[src/rtl/text_data_bus_arbiter_if.sv]
// Bus bundle between the core's fetch/load-store ports, the arbiter and the
// single-port program/data memory.
interface text_data_bus_arbiter_if #(
  parameter int MEM_WORD_BITS = 10
);
  logic                     fetch_req;
  logic [31:0]              fetch_address;
  logic                     fetch_gnt;
  logic                     fetch_rvalid;
  logic [31:0]              fetch_rdata;
  logic                     fetch_error;

  logic                     data_req;
  logic                     data_we;
  logic [3:0]               data_be;
  logic [31:0]              data_address;
  logic [31:0]              data_wdata;
  logic                     data_gnt;
  logic                     data_rvalid;
  logic [31:0]              data_rdata;
  logic                     data_error;

  logic [MEM_WORD_BITS-1:0] mem_address;
  logic                     mem_we;
  logic [3:0]               mem_be;
  logic [31:0]              mem_wdata;
  logic [31:0]              mem_rdata;

  // The arbiter side: takes requests and memory read data, drives the rest.
  modport slave (
    input  fetch_req, fetch_address,
    input  data_req, data_we, data_be, data_address, data_wdata,
    input  mem_rdata,
    output fetch_gnt, fetch_rvalid, fetch_rdata, fetch_error,
    output data_gnt, data_rvalid, data_rdata, data_error,
    output mem_address, mem_we, mem_be, mem_wdata
  );

  modport master (
    output fetch_req, fetch_address,
    output data_req, data_we, data_be, data_address, data_wdata,
    output mem_rdata,
    input  fetch_gnt, fetch_rvalid, fetch_rdata, fetch_error,
    input  data_gnt, data_rvalid, data_rdata, data_error,
    input  mem_address, mem_we, mem_be, mem_wdata
  );
endinterface

[src/rtl/text_data_bus_arbiter.sv]
// Shares one single-port memory between instruction fetch and load/store:
// data has priority, a starvation counter forces fetch through periodically.
module text_data_bus_arbiter #(
  parameter logic [31:0] REGION_BEGIN  = 32'h0040_0000,
  parameter logic [31:0] REGION_END    = 32'h0040_0FFF,
  parameter int          MEM_WORD_BITS = 10,
  parameter int          STARVE_LIMIT  = 3
) (
  input  logic                    clock,
  input  logic                    reset,
  text_data_bus_arbiter_if.slave  bus
);

  localparam logic [3:0] LIMIT = 4'(STARVE_LIMIT);

  typedef enum logic [1:0] {OWNER_NONE, OWNER_FETCH, OWNER_DATA} owner_t;

  logic        armed;
  logic [3:0]  starve_cnt;
  logic [3:0]  starve_next;
  owner_t      winner;
  logic [31:0] win_address;
  logic        win_legal;
  logic        win_store;

  owner_t      resp_owner;
  logic        resp_valid;
  logic        resp_error;
  logic        resp_store;
  logic        fetch_resp;
  logic        data_resp;
  logic        read_ok;

  function automatic logic is_legal(input logic [31:0] a);
    return (a >= REGION_BEGIN) && (a <= REGION_END) && (a[1:0] == 2'b00);
  endfunction

  // Grants are held off until the first clock edge after reset release.
  always_comb begin
    winner      = OWNER_NONE;
    starve_next = 4'd0;
    if (armed) begin
      if (bus.fetch_req && bus.data_req)
        winner = (starve_cnt == LIMIT) ? OWNER_FETCH : OWNER_DATA;
      else if (bus.fetch_req)
        winner = OWNER_FETCH;
      else if (bus.data_req)
        winner = OWNER_DATA;
      if (bus.fetch_req && (winner != OWNER_FETCH))
        starve_next = (starve_cnt == LIMIT) ? LIMIT : starve_cnt + 4'd1;
    end
    win_address = (winner == OWNER_DATA) ? bus.data_address : bus.fetch_address;
    win_legal   = is_legal(win_address);
    win_store   = (winner == OWNER_DATA) && bus.data_we;
  end

  always_comb begin
    bus.fetch_gnt   = (winner == OWNER_FETCH);
    bus.data_gnt    = (winner == OWNER_DATA);
    bus.mem_address = '0;
    bus.mem_we      = 1'b0;
    bus.mem_be      = 4'b0000;
    bus.mem_wdata   = 32'h0;
    if ((winner != OWNER_NONE) && win_legal) begin
      bus.mem_address = win_address[MEM_WORD_BITS+1:2];
      if (win_store) begin
        bus.mem_we    = 1'b1;
        bus.mem_be    = bus.data_be;
        bus.mem_wdata = bus.data_wdata;
      end
    end
  end

  always_ff @(posedge clock or negedge reset) begin
    if (!reset) begin
      armed      <= 1'b0;
      starve_cnt <= 4'd0;
      resp_valid <= 1'b0;
      resp_owner <= OWNER_NONE;
      resp_error <= 1'b0;
      resp_store <= 1'b0;
    end else begin
      armed      <= 1'b1;
      starve_cnt <= starve_next;
      resp_valid <= (winner != OWNER_NONE);
      resp_owner <= winner;
      resp_error <= (winner != OWNER_NONE) && !win_legal;
      resp_store <= win_store;
    end
  end

  // Stores and errors are acknowledged with zero data; only legal reads pass memory data.
  always_comb begin
    fetch_resp       = resp_valid && (resp_owner == OWNER_FETCH);
    data_resp        = resp_valid && (resp_owner == OWNER_DATA);
    read_ok          = !resp_error && !resp_store;
    bus.fetch_rvalid = fetch_resp;
    bus.fetch_error  = fetch_resp && resp_error;
    bus.fetch_rdata  = (fetch_resp && read_ok) ? bus.mem_rdata : 32'h0;
    bus.data_rvalid  = data_resp;
    bus.data_error   = data_resp && resp_error;
    bus.data_rdata   = (data_resp && read_ok) ? bus.mem_rdata : 32'h0;
  end

endmodule

[src/flat_wrapper.sv]
// flat-port wrapper written by rule: the top's interface ports become plain ports
module text_data_bus_arbiter_flat 
#(
  parameter logic [31:0] REGION_BEGIN  = 32'h0040_0000,
  parameter logic [31:0] REGION_END    = 32'h0040_0FFF,
  parameter int          MEM_WORD_BITS = 10,
  parameter int          STARVE_LIMIT  = 3
)
  (clock, reset, bus_fetch_req, bus_fetch_address, bus_data_req, bus_data_we, bus_data_be, bus_data_address, bus_data_wdata, bus_mem_rdata, bus_fetch_gnt, bus_fetch_rvalid, bus_fetch_rdata, bus_fetch_error, bus_data_gnt, bus_data_rvalid, bus_data_rdata, bus_data_error, bus_mem_address, bus_mem_we, bus_mem_be, bus_mem_wdata);
  text_data_bus_arbiter_if #(.MEM_WORD_BITS(MEM_WORD_BITS)) bus_i ();
  input  logic clock;
  input  logic reset;
  input wire logic [$bits(bus_i.fetch_req)-1:0] bus_fetch_req;
  input wire logic [$bits(bus_i.fetch_address)-1:0] bus_fetch_address;
  input wire logic [$bits(bus_i.data_req)-1:0] bus_data_req;
  input wire logic [$bits(bus_i.data_we)-1:0] bus_data_we;
  input wire logic [$bits(bus_i.data_be)-1:0] bus_data_be;
  input wire logic [$bits(bus_i.data_address)-1:0] bus_data_address;
  input wire logic [$bits(bus_i.data_wdata)-1:0] bus_data_wdata;
  input wire logic [$bits(bus_i.mem_rdata)-1:0] bus_mem_rdata;
  output wire logic [$bits(bus_i.fetch_gnt)-1:0] bus_fetch_gnt;
  output wire logic [$bits(bus_i.fetch_rvalid)-1:0] bus_fetch_rvalid;
  output wire logic [$bits(bus_i.fetch_rdata)-1:0] bus_fetch_rdata;
  output wire logic [$bits(bus_i.fetch_error)-1:0] bus_fetch_error;
  output wire logic [$bits(bus_i.data_gnt)-1:0] bus_data_gnt;
  output wire logic [$bits(bus_i.data_rvalid)-1:0] bus_data_rvalid;
  output wire logic [$bits(bus_i.data_rdata)-1:0] bus_data_rdata;
  output wire logic [$bits(bus_i.data_error)-1:0] bus_data_error;
  output wire logic [$bits(bus_i.mem_address)-1:0] bus_mem_address;
  output wire logic [$bits(bus_i.mem_we)-1:0] bus_mem_we;
  output wire logic [$bits(bus_i.mem_be)-1:0] bus_mem_be;
  output wire logic [$bits(bus_i.mem_wdata)-1:0] bus_mem_wdata;
  assign bus_i.fetch_req = bus_fetch_req;
  assign bus_i.fetch_address = bus_fetch_address;
  assign bus_i.data_req = bus_data_req;
  assign bus_i.data_we = bus_data_we;
  assign bus_i.data_be = bus_data_be;
  assign bus_i.data_address = bus_data_address;
  assign bus_i.data_wdata = bus_data_wdata;
  assign bus_i.mem_rdata = bus_mem_rdata;
  assign bus_fetch_gnt = bus_i.fetch_gnt;
  assign bus_fetch_rvalid = bus_i.fetch_rvalid;
  assign bus_fetch_rdata = bus_i.fetch_rdata;
  assign bus_fetch_error = bus_i.fetch_error;
  assign bus_data_gnt = bus_i.data_gnt;
  assign bus_data_rvalid = bus_i.data_rvalid;
  assign bus_data_rdata = bus_i.data_rdata;
  assign bus_data_error = bus_i.data_error;
  assign bus_mem_address = bus_i.mem_address;
  assign bus_mem_we = bus_i.mem_we;
  assign bus_mem_be = bus_i.mem_be;
  assign bus_mem_wdata = bus_i.mem_wdata;
  text_data_bus_arbiter #(.REGION_BEGIN(REGION_BEGIN), .REGION_END(REGION_END), .MEM_WORD_BITS(MEM_WORD_BITS), .STARVE_LIMIT(STARVE_LIMIT)) u_core (.clock(clock), .reset(reset), .bus(bus_i));
endmodule
[config.mk]
export PLATFORM = sky130hd
export DESIGN_NAME = text_data_bus_arbiter_flat
export DESIGN_NICKNAME = d
export VERILOG_FILES = /design/src/rtl/text_data_bus_arbiter_if.sv /design/src/rtl/text_data_bus_arbiter.sv /design/src/flat_wrapper.sv
export SDC_FILE = /design/constraint.sdc
export NUM_CORES = 1
export LEC_CHECK = 0
export CAP_MARGIN = 15
export CORE_AREA = 2 2 99 101
export DETAILED_ROUTE_END_ITERATION = 7
export DIE_AREA = 0 0 101 103
export GPL_TIMING_DRIVEN = 1
export PLACE_DENSITY_LB_ADDON = 0.05
export SYNTH_ARGS = -nofsm -noshare
export SYNTH_HDL_FRONTEND = slang
export SYNTH_SLANG_ARGS = --single-unit
[constraint.sdc]
create_clock -name clock -period 2.3 [get_ports clock]
set_clock_uncertainty 0.05 [all_clocks]
set_input_delay 0.345 -clock clock [delete_from_list [all_inputs] [get_ports clock]]
set_output_delay 0.345 -clock clock [all_outputs]
set_load 0.02 [all_outputs]
# == Yosys cells after proc, flatten, opt, wreduce, memory -nomap -nowiden ==
# Cells that the tools add are included.
# Widths: inputs -> output; s select.
# totals
ff_bits,10
latch_bits,0
ram_bits,0
mem_bits_ro,0
in_bits,137
output_inout_bits,117
memories,0
# op_classes
n_addsub,1
mul,0
n_div,0
n_lt_le_gt_ge,2
eq_ne,6
shifts,0
mux,19
n_bitwise,0
n_reduce_logical,19
# ops
cell,n
$mux 32,5
$ge 32x23->1 const B,1
$le 32x23->1 const B,1
$mux 4,5
$logic_and 1x1->1,14
$mux 2,6
$mux 10,1
$add 4x1->4 const B,1
$eq 2x1->1 const B,2
$eq 2x2->1 const B,2
$eq 4x2->1 const B,1
$logic_not 1->1,3
$logic_not 2->1,1
$mux 1,2
$ne 2x1->1 const B,1
$reduce_bool 2->1,1

# == Logic depth before layout (Yosys ltp) ==
# Gate-level depths: netlist of run 1.
# depth
word_depth,12
mapped_depth,6
mapped_depth_nobuf,6

# == Worst setup path before layout of run 1 ==
# Ideal clock, no wire load.
# synth_path
kind,register -> output
from,register u_core.starve_cnt[0]
to,output bus_mem_wdata[22]
arrival_ns,1.929
required_ns,1.905
slack_ns,-0.024
path_stages_with_launch,7
path_cell_list,dfrtp_1 ha_1 nand4bb_1 nand3_1 nor4_4 clkbuf_1 and2_1
# synth_between
elab_chain_cells,12
elab_cells_between_ends,17
classes_between,2 x order compare; 2 x eq/ne; 7 x mux; 6 x reduce/logical
# synth_rtl
item,line_no,rtl
"start, declared",text_data_bus_arbiter.sv:19,logic [3:0] starve_cnt;
"start signal, assigned",text_data_bus_arbiter.sv:84,starve_cnt <= starve_next;
$eq 4x2->1 (*),text_data_bus_arbiter.sv:44,winner = (starve_cnt == LIMIT) ? OWNER_FETCH : OWNER_DATA;
$mux 2 (*),text_data_bus_arbiter.sv:44,
$mux 2 (*),text_data_bus_arbiter.sv:43,if (bus.fetch_req && bus.data_req)
$mux 2 (*) (2 in series),text_data_bus_arbiter.sv:42,if (armed) begin
$eq 2x2->1,"text_data_bus_arbiter.sv:52, text_data_bus_arbiter.sv:54",
$mux 32,text_data_bus_arbiter.sv:52,win_address = (winner == OWNER_DATA) ? bus.data_address : bus.fetch_address;
$ge 32x23->1 / $le 32x23->1 (equally long branches),text_data_bus_arbiter.sv:35,return (a >= REGION_BEGIN) && (a <= REGION_END) && (a[1:0] == 2'b00);
$logic_and 1x1->1 (2 in series),text_data_bus_arbiter.sv:35,
$logic_and 1x1->1,text_data_bus_arbiter.sv:64,if ((winner != OWNER_NONE) && win_legal) begin
$mux 32 (*),text_data_bus_arbiter.sv:64,
"end, declared",flat_wrapper.sv:32,output wire logic [$bits(bus_i.mem_wdata)-1:0] bus_mem_wdata;
# Mark *: on every way between the ends. The rest lies on a longest branch, timed or not. The select of a mux whose other input is x is not followed.

# == Final worst setup path of run 1 ==
# layout_path
from,input bus_fetch_address[29]
to,output bus_mem_address[9]
# layout_between
elab_chain_cells,6
elab_cells_between_ends,7
classes_between,2 x order compare; 2 x mux; 3 x reduce/logical
# layout_rtl
item,line_no,rtl
"start, declared",flat_wrapper.sv:14,input wire logic [$bits(bus_i.fetch_address)-1:0] bus_fetch_address;
$mux 32 (*),text_data_bus_arbiter.sv:52,
$ge 32x23->1 / $le 32x23->1 (equally long branches),text_data_bus_arbiter.sv:35,
$logic_and 1x1->1 (*) (2 in series),text_data_bus_arbiter.sv:35,
$logic_and 1x1->1 (*),text_data_bus_arbiter.sv:64,
$mux 10 (*),text_data_bus_arbiter.sv:64,
"end, declared",flat_wrapper.sv:29,output wire logic [$bits(bus_i.mem_address)-1:0] bus_mem_address;
# Mark *: on every way between the ends. The rest lies on a longest branch, timed or not.

==> results_dict.tcl, run 1 <==
set metrics [dict create \
    post-dp-hpwl_microns 6740 \
    path_clk_slew_ns 0.05 \
    synth_commonest_cells "and2_1 (103), a22o_1 (10), dfrtp_1 (10)" \
    p_clk_share_pct 29.1 \
    crit_fanout 5 \
    first_global_vias 2451 \
    syn_inst 182 \
    io_buffer_count 253 \
    power_density_nw_per_um2 162 \
    synthTopCellsByArea "and2_1 (48%), dfrtp_1 (19%), a22o_1 (6.5%)" \
    syn_area_sq_um 1340 \
    yosysWarnings 0 \
    switching_share_pct 23.7 \
    drt-wirelength-per-cell_microns 14.4 \
    synth_seq_cells 10 \
    rows 36 \
    crit_required_ns 1.90 \
    via_count 2420 \
    synth.distinct_cells 27 \
    antenna_left 0 \
    syn_nets 320 \
    start_util_pct 14.2 \
    finalPower_mw 0.745 \
    postCtsHoldBufs 0 \
    clk_latency_ns 0.23 \
    pin_count 254 \
    cts_buffer_depth 2 \
    status "finished, violations left" \
    finalCritPeriodShare_pct 103 \
    vias_per_cell 4.12 \
    worstHoldPathType "in2async" \
    cts_tree "yes" \
    arrival_ns 1.97 \
    design.core.area_sq_um 9460 \
    drive_above_1_share_pct 35.2 \
    dominantRegCellSynth "dfrtp_1" \
    fp.dieW_microns 101 \
    multi_input_area_sq_um 1250 \
    report.final.slew_viol_count 0 \
    grt-ovfl-total 0 \
    finalCriticalPeriod_ns 2.37 \
    regArea_sq_um 250 \
    async_flop_share_pct 100 \
    cts-root-buf "clkbuf_8" \
    rsz0062_at_grt "true" \
    synth_most_common_cell "and2_1" \
    nFillCells 930 \
    gp_congestion 0.742 \
    setup_ws_ns -0.0690 \
    layout.nets 611 \
    grt_pass1_wl_microns 12000 \
    htreeDepth 1 \
    numCtsBuffers 3 \
    maxCapViolations 0 \
    pwr-share-comb_pct 45.5 \
    synth_edf_count 0 \
    crit_type "in2out" \
    synth_top_area_share_pct 48.0 \
    ys_seq_area_share_pct 18.6 \
    cts.sinks 10 \
    startpoint_type "primary input" \
    seq_power_share_pct 25.4 \
    die_area_sq_um 10400 \
    routed_wirelength_microns 8470 \
    drt_iter0_drc 16 \
    synth_top_area_cell "and2_1" \
    fin_setup_tns_ns -1.05 \
    total_leakage_power_nw 2.37 \
    setup_viol 31 \
    grt_start_max_net_pins 23 \
    vdd_drop_max_mv 0.122 \
    route.detailed.drc 0 \
    violations "setup timing" \
    area_delta_synth_final_pct 243 \
    grt_use_total_pct 14.6 \
    dp_slack_ns -0.898 \
    dieHeight_microns 103 \
    dr.pass1.iters 4 \
    antenna_found_initial 2 \
    max_freq_ghz 0.422 \
    end_kind "output pin" \
    power.net_switching_mw 0.177 \
    final-hold-violation-count 0 \
    avgSynthCellArea_sq_um 7.38 \
    internal_power_mw 0.568 \
]
==> final timing paths <==
kind                                        from              endpoint  slack, ns  cells past startpoint
max                        bus_fetch_address[29]    bus_mem_address[9]      -0.07                      7
min                                        reset  u_core.starve_cnt[1]       0.38                      1
max reg2reg                 u_core.starve_cnt[0]  u_core.starve_cnt[3]       0.69                      6
min reg2reg                 u_core.starve_cnt[0]  u_core.starve_cnt[0]       0.57                      3
max in group asynchronous                  reset     u_core.resp_error       1.51                      1
min in group clock         bus_fetch_address[27]     u_core.resp_error       0.39                      4
==> area by class of cell <==
cell class | count | area share [%]
repair buffers | 295 | 62.7
multi-input cells | 158 | 27.1
flip-flops and latches | 10 | 5.43
well taps | 114 | 3.10
clock buffers | 4 | 1.20
inverters | 5 | 0.407
diodes | 2 | 0.109
==> through the flow <==
step	std cells	hold slack, ns	util (%)	instance area, sq um
after global routing	588	0.417	48.7	4610
after global placement	559	0.473	44.0	4160
final	588	0.380	48.7	4610
after floorplan	182	-0.000591	-	1350
after detailed placement	559	0.468	44.0	4160
after CTS	591	0.392	50.2	4750
==> power by group through the flow <==
stage / Clock [mW] / Sequential [mW] / Combinational [mW]
6_report: 0.217 / 0.189 / 0.339
5_1_grt: 0.235 / 0.190 / 0.362
4_1_cts: 0.223 / 0.189 / 0.330
3_5_place_dp: 0 / 0.191 / 0.343
3_3_place_gp: 0 / 0.191 / 0.341
2_1_floorplan: 0 / 0.189 / 0.0560
==> layer usage <==
metal | share of wire (%) | GRT usage, % | vias up
met5 | 0 | 0 | -
met4 | 0.76 | 2.49 | 0
met3 | 12 | 5.08 | 6
met2 | 53 | 29.8 | 150
met1 | 35 | 14.3 | 1079
li1 | - | - | 1185
==> registers in the layout (all words and copies together), names as in the netlist <==
signal             flops
u_core.resp_error      1
u_core.starve_cnt      4
u_core.resp_store      1
u_core.resp_valid      1
u_core.armed           1
u_core.resp_owner      2
==> cell usage in the layout, fill, tap and decap left out, types with 2 or more instances in the layout <==
cell type	instances
clkbuf_8	4
buf_6	66
buf_4	23
nor4_2	5
a22o_1	10
nand4_1	2
diode_2	2
dlygate4sd2_1	70
clkdlybuf4s15_1	4
o21ai_0	2
nand2_1	5
buf_12	3
buf_8	2
and2_4	38
clkdlybuf4s50_1	110
and2_1	66
nand3_1	2
clkbuf_2	10
dlymetal6s2s_1	5
dfrtp_1	10
a21oi_1	2
inv_1	5
nor4_4	4
or4_4	2
nor2_1	6
==> kinds of logic (layout without fill, tap and decap cells) <==
group / count (synthesis) / in the layout / share of synthesized area [%]
buffers and inverters: 14 / 304 / 3.91
AOI/OAI and AO/OA: 15 / 15 / 8.66
and+or+nand+nor: 139 / 139 / 66.3
other: 1 / 3 / 0.279
adders and majority gates: 1 / 1 / 0.931
xor gates and xnor gates: 2 / 2 / 1.30
DFF: 10 / 10 / 18.6
==> what timing repair did <==
item / CTS / global route
endpoints found under the setup margin: 113 / 48
resized for setup: 440 / 55
pin swaps: 51 / 25
buffers inserted: 19 / 6
cloned: 9 / 0
==> critical path, stage by stage <==
cell,delay (ns)
buf_6,0.09
or4_4,0.53
or4_4,0.44
nor3_4,0.17
buf_6,0.15
a22o_1,0.14
buf_6,0.12
Note: power is estimated with default switching activity, not from simulation.
==> run 2: changes to the inputs <==
--- a/config.mk
+++ b/config.mk
@@ -11,6 +11,7 @@
 export DIE_AREA = 0 0 101 103
 export GPL_TIMING_DRIVEN = 1
 export PLACE_DENSITY_LB_ADDON = 0.05
+export SKIP_CTS_REPAIR_TIMING = 1
 export SYNTH_ARGS = -nofsm -noshare
 export SYNTH_HDL_FRONTEND = slang
 export SYNTH_SLANG_ARGS = --single-unit
==> run 2 against run 1 <==
Against the previous run:
- the flow still finishes with violations (setup timing)
- sequential share of layout area is 0.26 points lower
- clock-buffer cell count unchanged
- first-iteration DRC count increased by 25%
- cell count fell by 1.2%
- global-route usage fell by 2.2 points
- die area unchanged
- flip-flop and latch count unchanged
- setup slack worse by 0.27 ns
- total power rose by 0.91%
- fmax decreased by 10%
- critical path type unchanged
- largest cell class unchanged
==> results_dict.tcl, run 2 (synthesized netlist as in run 1, its figures left out) <==
set metrics [dict create \
    status "finished, violations left" \
    violations "setup timing" \
    end_kind "output pin" \
    layout.nets 604 \
    rows 36 \
    crit_fanout 5 \
    finalCritPeriodShare_pct 115 \
    grt_start_max_net_pins 38 \
    dieHeight_microns 103 \
    power.net_switching_mw 0.171 \
    gp_congestion 0.742 \
    arrival_ns 2.25 \
    die_area_sq_um 10400 \
    max_freq_ghz 0.378 \
    r2r_slack_ns 0.59 \
    pin_count 254 \
    finalCriticalPeriod_ns 2.64 \
    rsz0062_at_grt "true" \
    route.detailed.drc 0 \
    final-hold-violation-count 0 \
    drt-wirelength-per-cell_microns 14.5 \
    routed_wirelength_microns 8430 \
    cts_buffer_depth 2 \
    rr_startpoint "u_core.starve_cnt[0]" \
    vdd_drop_max_mv 0.120 \
    placed_area_sq_um 4160 \
    total_leakage_power_nw 3.34 \
    final_cell_mix "clkdlybuf4s50_1 (118), dlymetal6s2s_1 (86), and2_1 (67)" \
    switching_share_pct 22.7 \
    crit_required_ns 1.90 \
    clk_latency_ns 0.23 \
    cts-root-buf "clkbuf_8" \
    crit_type "in2out" \
    drive_above_1_share_pct 29.9 \
    utilization_pct 51.2 \
    drt_iter0_drc 20 \
    max_flop_register "u_core.starve_cnt" \
    seq_power_share_pct 25.3 \
    largestRegisters "u_core.starve_cnt: 4 flops, u_core.resp_owner: 2 flops" \
    pwr-share-comb_pct 45.9 \
    p_clk_share_pct 28.8 \
    r2r_cells 6 \
    grt_pass1_wl_microns 10300 \
    whs_ns 0.377 \
    rr_endpoint "u_core.starve_cnt[2]" \
    cts_tree "yes" \
    cts.sinks 10 \
    antenna_found_initial 2 \
    fp.dieW_microns 101 \
    internal_power_mw 0.581 \
    dr.pass1.iters 4 \
    start_util_pct 14.2 \
    grt-ovfl-total 0 \
    worstHoldPathType "in2async" \
    setup_ws_ns -0.343 \
    via_count 2379 \
    final_common_cell "clkdlybuf4s50_1" \
    design.core.area_sq_um 9460 \
    vias_per_cell 4.09 \
    finalPower_mw 0.752 \
    fin_area_sq_um 4840 \
    path_clk_slew_ns 0.05 \
    largest_reg_flops 4 \
    area_delta_synth_final_pct 260 \
    grt_use_total_pct 12.4 \
    maxCapViolations 0 \
    io_buffer_count 253 \
    startpoint_type "primary input" \
    post-dp-hpwl_microns 6740 \
    power_density_nw_per_um2 155 \
    antenna_left 0 \
    report.final.slew_viol_count 0 \
    setup_viol 47 \
    numCtsBuffers 3 \
    htreeDepth 1 \
    first_global_vias 2160 \
]
[run 2: worst max path at each step]
| stage | slack, ns | endpoint | from |
|---|---|---|---|
| 2_1_floorplan | 0.05 | bus_mem_address[0] | bus_fetch_address[31] |
| 3_3_place_gp | -0.87 | bus_mem_address[3] | bus_fetch_address[31] |
| 3_5_place_dp | -0.90 | bus_mem_address[9] | bus_fetch_address[31] |
| 4_1_cts | -0.91 | bus_mem_address[9] | bus_fetch_address[31] |
| 5_1_grt | -0.42 | bus_mem_address[3] | bus_fetch_address[27] |
| 6_report | -0.34 | bus_mem_address[9] | bus_fetch_address[27] |
[run 2: power by group through the flow]
stage	sequential [mW]	combinational, mW	clock, mW
floorplan	0.189	0.0560	0
detailed placement	0.191	0.343	0
finish	0.190	0.345	0.217
global route	0.191	0.370	0.235
global placement	0.191	0.341	0
CTS	0.188	0.344	0.223
[run 2: area by class of cell]
class	count	area [sq um]
well taps	114	143
flip-flops and latches	10	250
diodes	2	5.00
multi-input cells	158	1200
repair buffers	288	3170
clock buffers	4	55.1
inverters	5	18.8
fillers	883	4620
[run 2: per-layer routing]
layer / share of wire (%) / global-route usage, % / routed length [microns]
met4: 0.50 / 2.18 / 42
met1: 34 / 12.1 / 2830
met5: 0 / 0 / 0
met2: 53 / 24.5 / 4460
met3: 13 / 5.49 / 1090
[run 2: worst max-delay path: stages]
cell,delay (ns)
clkbuf_2,0.08
or4_4,0.53
or4_4,0.54
nor3_4,0.30
clkbuf_16,0.19
a22o_1,0.14
buf_6,0.12
[run 2: per-stage QoR]
stage          setup TNS (ns)  cells  setup slack, ns
2_1_floorplan               0    182           0.0457
3_3_place_gp           -36.00    559           -0.867
3_5_place_dp           -36.01    559           -0.898
4_1_cts                -44.46    563           -0.907
5_1_grt                 -9.83    581           -0.421
6_report                -5.07    581           -0.343
==> run 3: changes to the inputs <==
--- a/config.mk
+++ b/config.mk
@@ -5,6 +5,7 @@
 export SDC_FILE = /design/constraint.sdc
 export NUM_CORES = 1
 export LEC_CHECK = 0
+export ABC_CLOCK_PERIOD_IN_PS = 2300
 export CAP_MARGIN = 15
 export CORE_AREA = 2 2 99 101
 export DETAILED_ROUTE_END_ITERATION = 7
==> results of run 3 <==
Final layout, timing and power as in run 2 (identical DEF).
